## config.mk

```make
export PLATFORM = sky130hd
export DESIGN_NAME = mmio_uart_tx
export DESIGN_NICKNAME = d
export VERILOG_FILES = /design/src/rtl/mmio_uart_tx.sv
export SDC_FILE = /design/constraint.sdc
export NUM_CORES = 1
export LEC_CHECK = 0
export ABC_AREA = 1
export CAP_MARGIN = 30
export CELL_PAD_IN_SITES_DETAIL_PLACEMENT = 1
export CELL_PAD_IN_SITES_GLOBAL_PLACEMENT = 1
export CORE_UTILIZATION = 39
export DETAILED_ROUTE_END_ITERATION = 6
export PLACE_DENSITY_LB_ADDON = 0.1
export SYNTH_ARGS = -nofsm -noshare
export SYNTH_HDL_FRONTEND = slang
export SYNTH_SLANG_ARGS = --single-unit
```

## constraint.sdc

```tcl
create_clock -name clk -period 4.5 [get_ports clk]
set_clock_uncertainty 0.15 [all_clocks]
set_input_delay 1.125 -clock clk [delete_from_list [all_inputs] [get_ports clk]]
set_output_delay 1.125 -clock clk [all_outputs]
set_load 0.1 [all_outputs]
```

## src/rtl/mmio_uart_tx.sv

```systemverilog
// ============================================================================
// mmio_uart_tx : bus-mapped 8N1 UART transmitter, TX FIFO, 1-cycle reg reads
// Optional even parity bit when UART_TX_PARITY_EN is defined.   Rev 1.0
// ============================================================================
`default_nettype none

module mmio_uart_tx #(
    parameter logic [31:0] BASE_ADDR  = 32'hFFFF_FFE0,
    parameter int          BAUD_DIV   = 104,
    parameter int          FIFO_DEPTH = 8
) (
    input  logic        clk,
    input  logic        reset,
    input  logic        write_mem,
    input  logic [2:0]  funct3,
    input  logic [31:0] write_address,
    input  logic [31:0] write_data,
    input  logic [31:0] read_address,
    output logic [31:0] read_data,
    output logic        read_hit,
    output logic        tx
);

    localparam int PTR_W  = $clog2(FIFO_DEPTH);
    localparam int CNT_W  = PTR_W + 1;
    localparam int BAUD_W = $clog2(BAUD_DIV);
    localparam logic [BAUD_W-1:0] BAUD_LAST = BAUD_W'(BAUD_DIV - 1);
    localparam logic [CNT_W-1:0]  CNT_FULL  = CNT_W'(FIFO_DEPTH);

`ifdef UART_TX_PARITY_EN
    localparam logic PAR_FLAG = 1'b1;
    typedef enum logic [2:0] {IDLE, START, DATA, PARITY, STOP} state_t;
`else
    localparam logic PAR_FLAG = 1'b0;
    typedef enum logic [2:0] {IDLE, START, DATA, STOP} state_t;
`endif

    state_t              state, state_n;
    logic [BAUD_W-1:0]   baud, baud_n;
    logic [2:0]          idx, idx_n;
    logic [7:0]          shreg, shreg_n;
    logic                tx_n;
    logic                tick;

    logic [7:0]          mem [FIFO_DEPTH];
    logic [PTR_W-1:0]    wr_ptr, rd_ptr;
    logic [CNT_W-1:0]    count;
    logic                overflow;
    logic                enable;

    logic                wr_hit, rd_hit;
    logic [1:0]          wr_off;
    logic                push_req, push, pop, ovf_set, w1c;
    logic                busy, full, empty;
    logic [31:0]         status_word, rd_word, rd_fmt;

    // Address bits below the word lane and the upper store lanes have no meaning here.
    logic unused_bits;
    assign unused_bits = ^{write_data[31:8], write_address[1:0], read_address[1:0]};

    assign wr_hit   = write_mem && (write_address[31:4] == BASE_ADDR[31:4]);
    assign wr_off   = write_address[3:2];
    assign push_req = wr_hit && (wr_off == 2'd0);
    assign w1c      = wr_hit && (wr_off == 2'd1) && write_data[3];

    assign busy  = (state != IDLE);
    assign full  = (count == CNT_FULL);
    assign empty = (count == '0);
    assign pop   = (state == IDLE) && enable && !empty;
    // A full FIFO still accepts a byte when the head leaves in the same cycle.
    assign push    = push_req && (!full || pop);
    assign ovf_set = push_req && !push;

    always_ff @(posedge clk) begin
        if (push)
            mem[wr_ptr] <= write_data[7:0];
    end

    always_ff @(posedge clk) begin
        if (reset) begin
            wr_ptr   <= '0;
            rd_ptr   <= '0;
            count    <= '0;
            overflow <= 1'b0;
            enable   <= 1'b1;
        end else begin
            if (push)
                wr_ptr <= wr_ptr + PTR_W'(1);
            if (pop)
                rd_ptr <= rd_ptr + PTR_W'(1);
            case ({push, pop})
                2'b10:   count <= count + CNT_W'(1);
                2'b01:   count <= count - CNT_W'(1);
                default: count <= count;
            endcase
            // A fresh overflow wins over a clear in the same cycle.
            if (ovf_set)
                overflow <= 1'b1;
            else if (w1c)
                overflow <= 1'b0;
            if (wr_hit && (wr_off == 2'd2))
                enable <= write_data[0];
        end
    end

    always_ff @(posedge clk) begin
        if (reset) begin
            state <= IDLE;
            baud  <= '0;
            idx   <= '0;
            shreg <= '0;
            tx    <= 1'b1;
        end else begin
            state <= state_n;
            baud  <= baud_n;
            idx   <= idx_n;
            shreg <= shreg_n;
            tx    <= tx_n;
        end
    end

    always_comb begin
        tick    = (baud == BAUD_LAST);
        state_n = state;
        baud_n  = baud;
        idx_n   = idx;
        shreg_n = shreg;
        tx_n    = 1'b1;
        if (state != IDLE)
            baud_n = tick ? '0 : baud + BAUD_W'(1);
        case (state)
            IDLE: begin
                if (pop) begin
                    state_n = START;
                    shreg_n = mem[rd_ptr];
                    baud_n  = '0;
                end
            end
            START: begin
                if (tick) begin
                    state_n = DATA;
                    idx_n   = '0;
                end
            end
            DATA: begin
                if (tick) begin
                    if (idx == 3'd7) begin
`ifdef UART_TX_PARITY_EN
                        state_n = PARITY;
`else
                        state_n = STOP;
`endif
                    end else begin
                        idx_n = idx + 3'd1;
                    end
                end
            end
`ifdef UART_TX_PARITY_EN
            PARITY: begin
                if (tick)
                    state_n = STOP;
            end
`endif
            STOP: begin
                if (tick)
                    state_n = IDLE;
            end
            default: state_n = IDLE;
        endcase
        // The pin is registered from the next state so it never glitches.
        case (state_n)
            START:   tx_n = 1'b0;
            DATA:    tx_n = shreg_n[idx_n];
`ifdef UART_TX_PARITY_EN
            PARITY:  tx_n = ^shreg_n;
`endif
            default: tx_n = 1'b1;
        endcase
    end

    assign rd_hit      = (read_address[31:4] == BASE_ADDR[31:4]);
    assign status_word = {16'b0, 8'(count), 3'b0, PAR_FLAG, overflow, busy, empty, full};

    always_comb begin
        rd_word = '0;
        case (read_address[3:2])
            2'd1:    rd_word = status_word;
            2'd2:    rd_word = {31'b0, enable};
            default: rd_word = '0;
        endcase
    end

    always_comb begin
        rd_fmt = rd_word;
        case (funct3)
            3'b000:  rd_fmt = {{24{rd_word[7]}}, rd_word[7:0]};
            3'b001:  rd_fmt = {{16{rd_word[15]}}, rd_word[15:0]};
            3'b100:  rd_fmt = {24'b0, rd_word[7:0]};
            3'b101:  rd_fmt = {16'b0, rd_word[15:0]};
            default: rd_fmt = rd_word;
        endcase
    end

    always_ff @(posedge clk) begin
        if (reset) begin
            read_data <= '0;
            read_hit  <= 1'b0;
        end else begin
            read_hit  <= rd_hit;
            read_data <= rd_hit ? rd_fmt : 32'b0;
        end
    end

endmodule

`default_nettype wire
```

==> impl_metrics.yaml, run 1 <==
worst_setup_path:
  criticalPathCategory: "in2reg"
  worstPathArrival_ps: 3580
  cp-end-kind: "flip-flop"
  crit_fanout: 4
  worstPathRequired_ps: 4590
  cp-start-kind: "input port"
timing:
  finalSetupViolations: 0
  slew_violations: 0
  fmax_mhz: 287
  hold_ws_ps: 315
  tns_ps: 0
  max-slew-margin-rel_pct: 33.6
  worst_slack_ps: 1010
  period_minus_slack_ps: 3490
  finalCritPeriodShare_pct: 77.5
  rsz0062_at_grt: "no"
  hold_viol: 0
  worst_pin_slew_ps: 993
clock_network:
  cts_tree: "yes"
  worstSkewPairLatency_ps: 350
  cts_root_buf: "clkbuf_16"
  cts.repair.resized: 0
  cts-buffers-inserted: 9
  clkTransAtPathRegs_ps: 70
  clk_path_buf_depth: 2
  clock-sinks: 110
  post_cts_buffers: 0
  cts_htree_levels: 3
  hold_buffers: 0
power:
  total_power_mw: 2.91
  ir_worst_vdd_mv: 0.181
  power.leakage_nw: 2.45
  p_per_area_nw_per_um2: 462
logic_synthesis:
  synth.cells.most_frequent: "nand2_1, nor2_1, edfxtp_1"
  ys_ff_latch: 110
  syn_avg_cell_area_um2: 8.95
  synth_edf_count: 64
  yosys_warnings: 0
  synthDistinctLibCells: 30
  yosysSeqAreaShare_pct: 56.5
  ys_top_cells_by_area: "edfxtp_1, dfxtp_1, nand2_1, nand3_1, nor2_1"
  synth_top_area_cell: "edfxtp_1"
  synthCells: 562
  synthFlopType: "edfxtp_1"
  syn-cell-area_um2: 5030
  yosys.area.top_type_share_pct: 38.2
  async_flop_share_pct: 0
  synth.most_common_cell: "nand2_1"
detailed_routing:
  drt_iter0_drc: 116
  wl_mm: 12.7
  ant_nets: 0
  dr_total_vias: 4065
  via_per_inst: 4.91
  drc: 0
  first_pass_iters: 4
  routedWlPerCell_um: 15.3
outcome:
  status: "completed"
global_routing:
  grt_usage_pct: 20.3
  grt.overflow.total: 0
  grt_first_pass_wirelength_mm: 20.2
  antenna_found_initial: 0
  met2_usage_pct: 35.6
  grt_pass1_vias: 4230
  grt_use_met3_pct: 2.72
  grt_max_degree: 35
  top_usage_layer: "met2"
  use_met1_pct: 25.4
layout:
  antenna_cells: 0
  fin_area_um2: 6290
  layout-drive-gt1-share_pct: 6.86
  layout.nets: 762
  syn_to_final_growth_pct: 25.0
floorplanning:
  core_um2: 12600
  rows: 41
  initial_utilization_pct: 39.9
  pin_count: 136
  die_area_um2: 13400
  dieHeight_um: 116
  die_w_um: 116
placement:
  dp_hpwl_mm: 9.00
  io_buffer_count: 82
  placed_area_um2: 5980
  place_ws_ps: 608
  gp_congestion: 0.769
worst_hold_path:
  worstHoldPathType: "reg2reg"
flow_run:
  cap_violations: 0
-- power breakdown --
group | switching (mW) | total, mW | leakage (nW) | internal (mW)
combinational | 0.623 | 0.906 | 1.35 | 0.283
clock | 0.380 | 0.822 | 0.154 | 0.442
sequential | 0.0452 | 1.18 | 0.949 | 1.13
-- metrics by stage --
step | cells | util, %
CTS | 828 | 49.8
finish | 828 | 49.8
global placement | 812 | 47.4
global route | 828 | 49.8
floorplan | 586 | -
detailed placement | 812 | 47.4
-- worst max-delay path, cell delays in order --
cell and delay (ps):
clkdlybuf4s50_1 450, nand2_1 50, nor2_1 110, nand3b_1 80, nor2_1 130, nand2_1 120, nor2_4 130, nand2_2 100
nand2_1 140, inv_1 80, ha_1 330, nand2_1 80, nor2_1 40, a211oi_1 240, nand2_1 90, nand2_1 90
nand3_1 80, nand2_1 70, nor2_1 40
-- per-layer routing --
layer | vias to the layer above | part of all wire, % | wire, µm
li1 | 1994 | - | -
met1 | 1981 | 45 | 5700
met2 | 80 | 50 | 6390
met3 | 10 | 3.1 | 397
met4 | 0 | 1.4 | 172
met5 | - | 0 | 0
-- state kept, by name (all words and copies together) (netlist names), 4 cells and up, named ones only --
register   cells
count          4
shreg          8
read_data      8
baud           7
mem           64
-- cell usage in the layout, fill, tap and decap left out, types with 2 or more instances in the layout --
cell type,Yosys,final
nand2_1,113,113
clkdlybuf4s50_1,0,82
nor2_1,75,75
edfxtp_1,64,64
nand3_1,60,60
inv_1,50,50
dfxtp_1,46,46
o21ai_0,26,26
conb_1,1,25
a21oi_1,19,19
nor3_1,16,16
buf_4,27,12
nand4_1,9,9
clkbuf_16,0,9
ha_1,8,8
inv_2,7,7
nor2_4,5,5
nor4_1,4,4
nor3b_1,4,4
a211oi_1,3,3
o211ai_1,3,3
nand2_2,2,2
xnor2_1,2,2
clkinv_2,0,2
inv_6,0,2
inv_8,0,2
-- final cells by class --
type	count	area, µm²
repair buffers	94	911
multi-input cells	378	1800
well taps	172	215
inverters	58	220
fillers	1487	6330
clock buffers	9	225
clock inverters	7	80.1
flip-flops and latches	110	2840
-- final timing paths --
path	end	cells past startpoint	slack, ps	from
max	count[3]	19	1010	write_address[9]
min	read_data[3]	2	310	overflow
max reg2reg	mem[5][5]	13	1780	count[1]
min reg2reg	read_data[3]	2	310	overflow
-- cell families after synthesis --
group	after synthesis	synth area share [%]
simple gates	291	25.7
flops	110	56.5
buf+inv	98	9.62
compound gates	51	5.37
fa+ha+maj	9	2.39
xor+xnor	2	0.348
other cells	1	0.0745
Note: power is estimated with default switching activity, not from simulation.
==> inputs of run 2 (changes only) <==
Settings changed: CORE_UTILIZATION 39 to 36.
Clock period 4.5 ns to 3.4 ns, I/O delays scaled along.
==> run 2 against run 1 <==
Utilization decreased by 2.9 points. Sequential share of layout area shrank 0.18 points. First-iteration DRC count grew 22%. Via count decreased by 0.76%. Sequential cell count unchanged. Critical path depth did not move. Worst setup slack lost 660 ps. Final area rose by 0.40%. Sequential power grew 32%. Clock power increased by 31%.
==> impl_metrics.yaml, run 2 (synthesis results as in run 1) <==
floorplanning:
  dieHeight_um: 120
  pin_count: 136
  die_area_um2: 14500
  die_w_um: 120
  rows: 42
  initial_utilization_pct: 37.4
  core_um2: 13500
layout:
  nFillCells: 1587
  final_common_cell: "nand2_1"
  final_util_pct: 46.9
  layout_common_cells: "nand2_1, nor2_1, clkdlybuf4s50_1"
  layout.nets: 768
  reg_top3: "mem x64, read_data x8, shreg x8"
  top_register: "mem"
  regArea_um2: 2840
  layout-drive-gt1-share_pct: 9.21
  fin_area_um2: 6310
  multi_input_area_um2: 1800
  syn_to_final_growth_pct: 25.5
  antenna_cells: 0
  largest_register_ffs: 64
  fin_cells: 838
clock_network:
  cts.repair.resized: 0
  post_cts_buffers: 0
  cts-buffers-inserted: 9
  cts_tree: "yes"
  cts_root_buf: "clkbuf_16"
  worstSkewPairLatency_ps: 360
  clk_path_buf_depth: 2
  cts_htree_levels: 3
  hold_buffers: 0
  clkTransAtPathRegs_ps: 80
  clock-sinks: 110
power:
  clockPowerShare_pct: 28.1
  p_per_area_nw_per_um2: 610
  p_sw_mw: 1.43
  p_int_mw: 2.42
  seqPwrFrac_pct: 40.5
  total_power_mw: 3.85
  ir_worst_vdd_mv: 0.297
  p_comb_share_pct: 31.4
  swShare_pct: 37.2
  power.leakage_nw: 2.50
worst_setup_path:
  worstPathArrival_ps: 3150
  crit_fanout: 3
  cpMaxStageDelayCell: "clkdlybuf4s50_1"
  critPathBufInv: 2
  criticalPathCategory: "in2reg"
  worstPathRequired_ps: 3510
  crit_chain: "clkdlybuf4s50_1 -> nand2_1 -> nor2_1 -> nand3b_1 -> nor2_1 -> nand2_1 -> nor2_4 -> nand2_2 -> nand2_1 -> inv_1 -> ha_1 -> nand2_1 -> nor2_1 -> a211oi_1 -> nand2_1 -> nand2_1 -> nand3_1 -> nand2_1 -> nor2_1"
  cp-end-kind: "flip-flop"
  critPathTopFamily: "simple AND/OR/NAND/NOR gates"
  cp-start-kind: "input port"
  critPathMaxStageDelay_ps: 470
  cpMostUsedCell: "nand2_1"
  ff2ff_setup_slack_ps: 710
outcome:
  status: "completed"
detailed_routing:
  ant_nets: 0
  drc: 0
  first_pass_iters: 4
  routedWlPerCell_um: 15.1
  wl_mm: 12.7
  via_per_inst: 4.81
  drt_iter0_drc: 142
  dr_total_vias: 4034
timing:
  worst_slack_ps: 358
  max-slew-margin-rel_pct: 38.7
  fmax_mhz: 329
  period_minus_slack_ps: 3040
  worst_pin_slew_ps: 919
  finalSetupViolations: 0
  rsz0062_at_grt: "no"
  finalCritPeriodShare_pct: 89.5
  hold_viol: 0
  slew_violations: 0
  hold_ws_ps: 303
  tns_ps: 0
worst_hold_path:
  worstHoldPathType: "reg2reg"
placement:
  place_ws_ps: -39.4
  io_buffer_count: 82
  placed_area_um2: 6010
  place_inst: 822
  dp_hpwl_mm: 9.27
  gp_congestion: 0.778
flow_run:
  cap_violations: 0
global_routing:
  grt_max_degree: 34
  grt.overflow.total: 0
  grt_first_pass_wirelength_mm: 20.7
  grt_usage_pct: 18.8
  grt_pass1_vias: 4206
  antenna_found_initial: 0
run 2: power by group through the flow:
stage               Combinational, mW  Clock, mW  Sequential, mW
finish                           1.21       1.08            1.56
global route                     1.37       1.17            1.57
CTS                              1.24       1.11            1.56
detailed placement               1.23          0            1.59
global placement                 1.18          0            1.58
floorplan                       0.876          0            1.60
run 2: worst paths after layout:
check | start | to | cells after the start
max | write_address[8] | count[3] | 19
min | overflow | read_data[3] | 2
max reg2reg | count[1] | mem[4][1] | 11
min reg2reg | overflow | read_data[3] | 2
run 2: worst min-delay path, stage by stage, from the launching register on:
cell and delay (ps):
dfxtp_1 320, inv_1 50, nor2_1 40
run 2: final cells by class:
cell class | instances | share of cell area (%)
flip-flops and latches | 110 | 45.0
multi-input cells | 378 | 28.4
repair buffers | 100 | 14.7
clock buffers | 9 | 3.57
inverters | 58 | 3.49
well taps | 176 | 3.49
clock inverters | 7 | 1.27
run 2: per-layer routing:
| metal | wire length (µm) | GRT usage, % |
|---|---|---|
| met1 | 5540 | 22.3 |
| met2 | 6570 | 33.9 |
| met3 | 410 | 4.53 |
| met4 | 129 | 5.17 |
| met5 | 0 | 0 |
==> inputs of run 3 (changes only) <==
Settings changed: GPL_ROUTABILITY_DRIVEN set to 0, GPL_TIMING_DRIVEN set to 1.
==> results of run 3 <==
Final layout, timing and power as in run 2 (identical DEF).
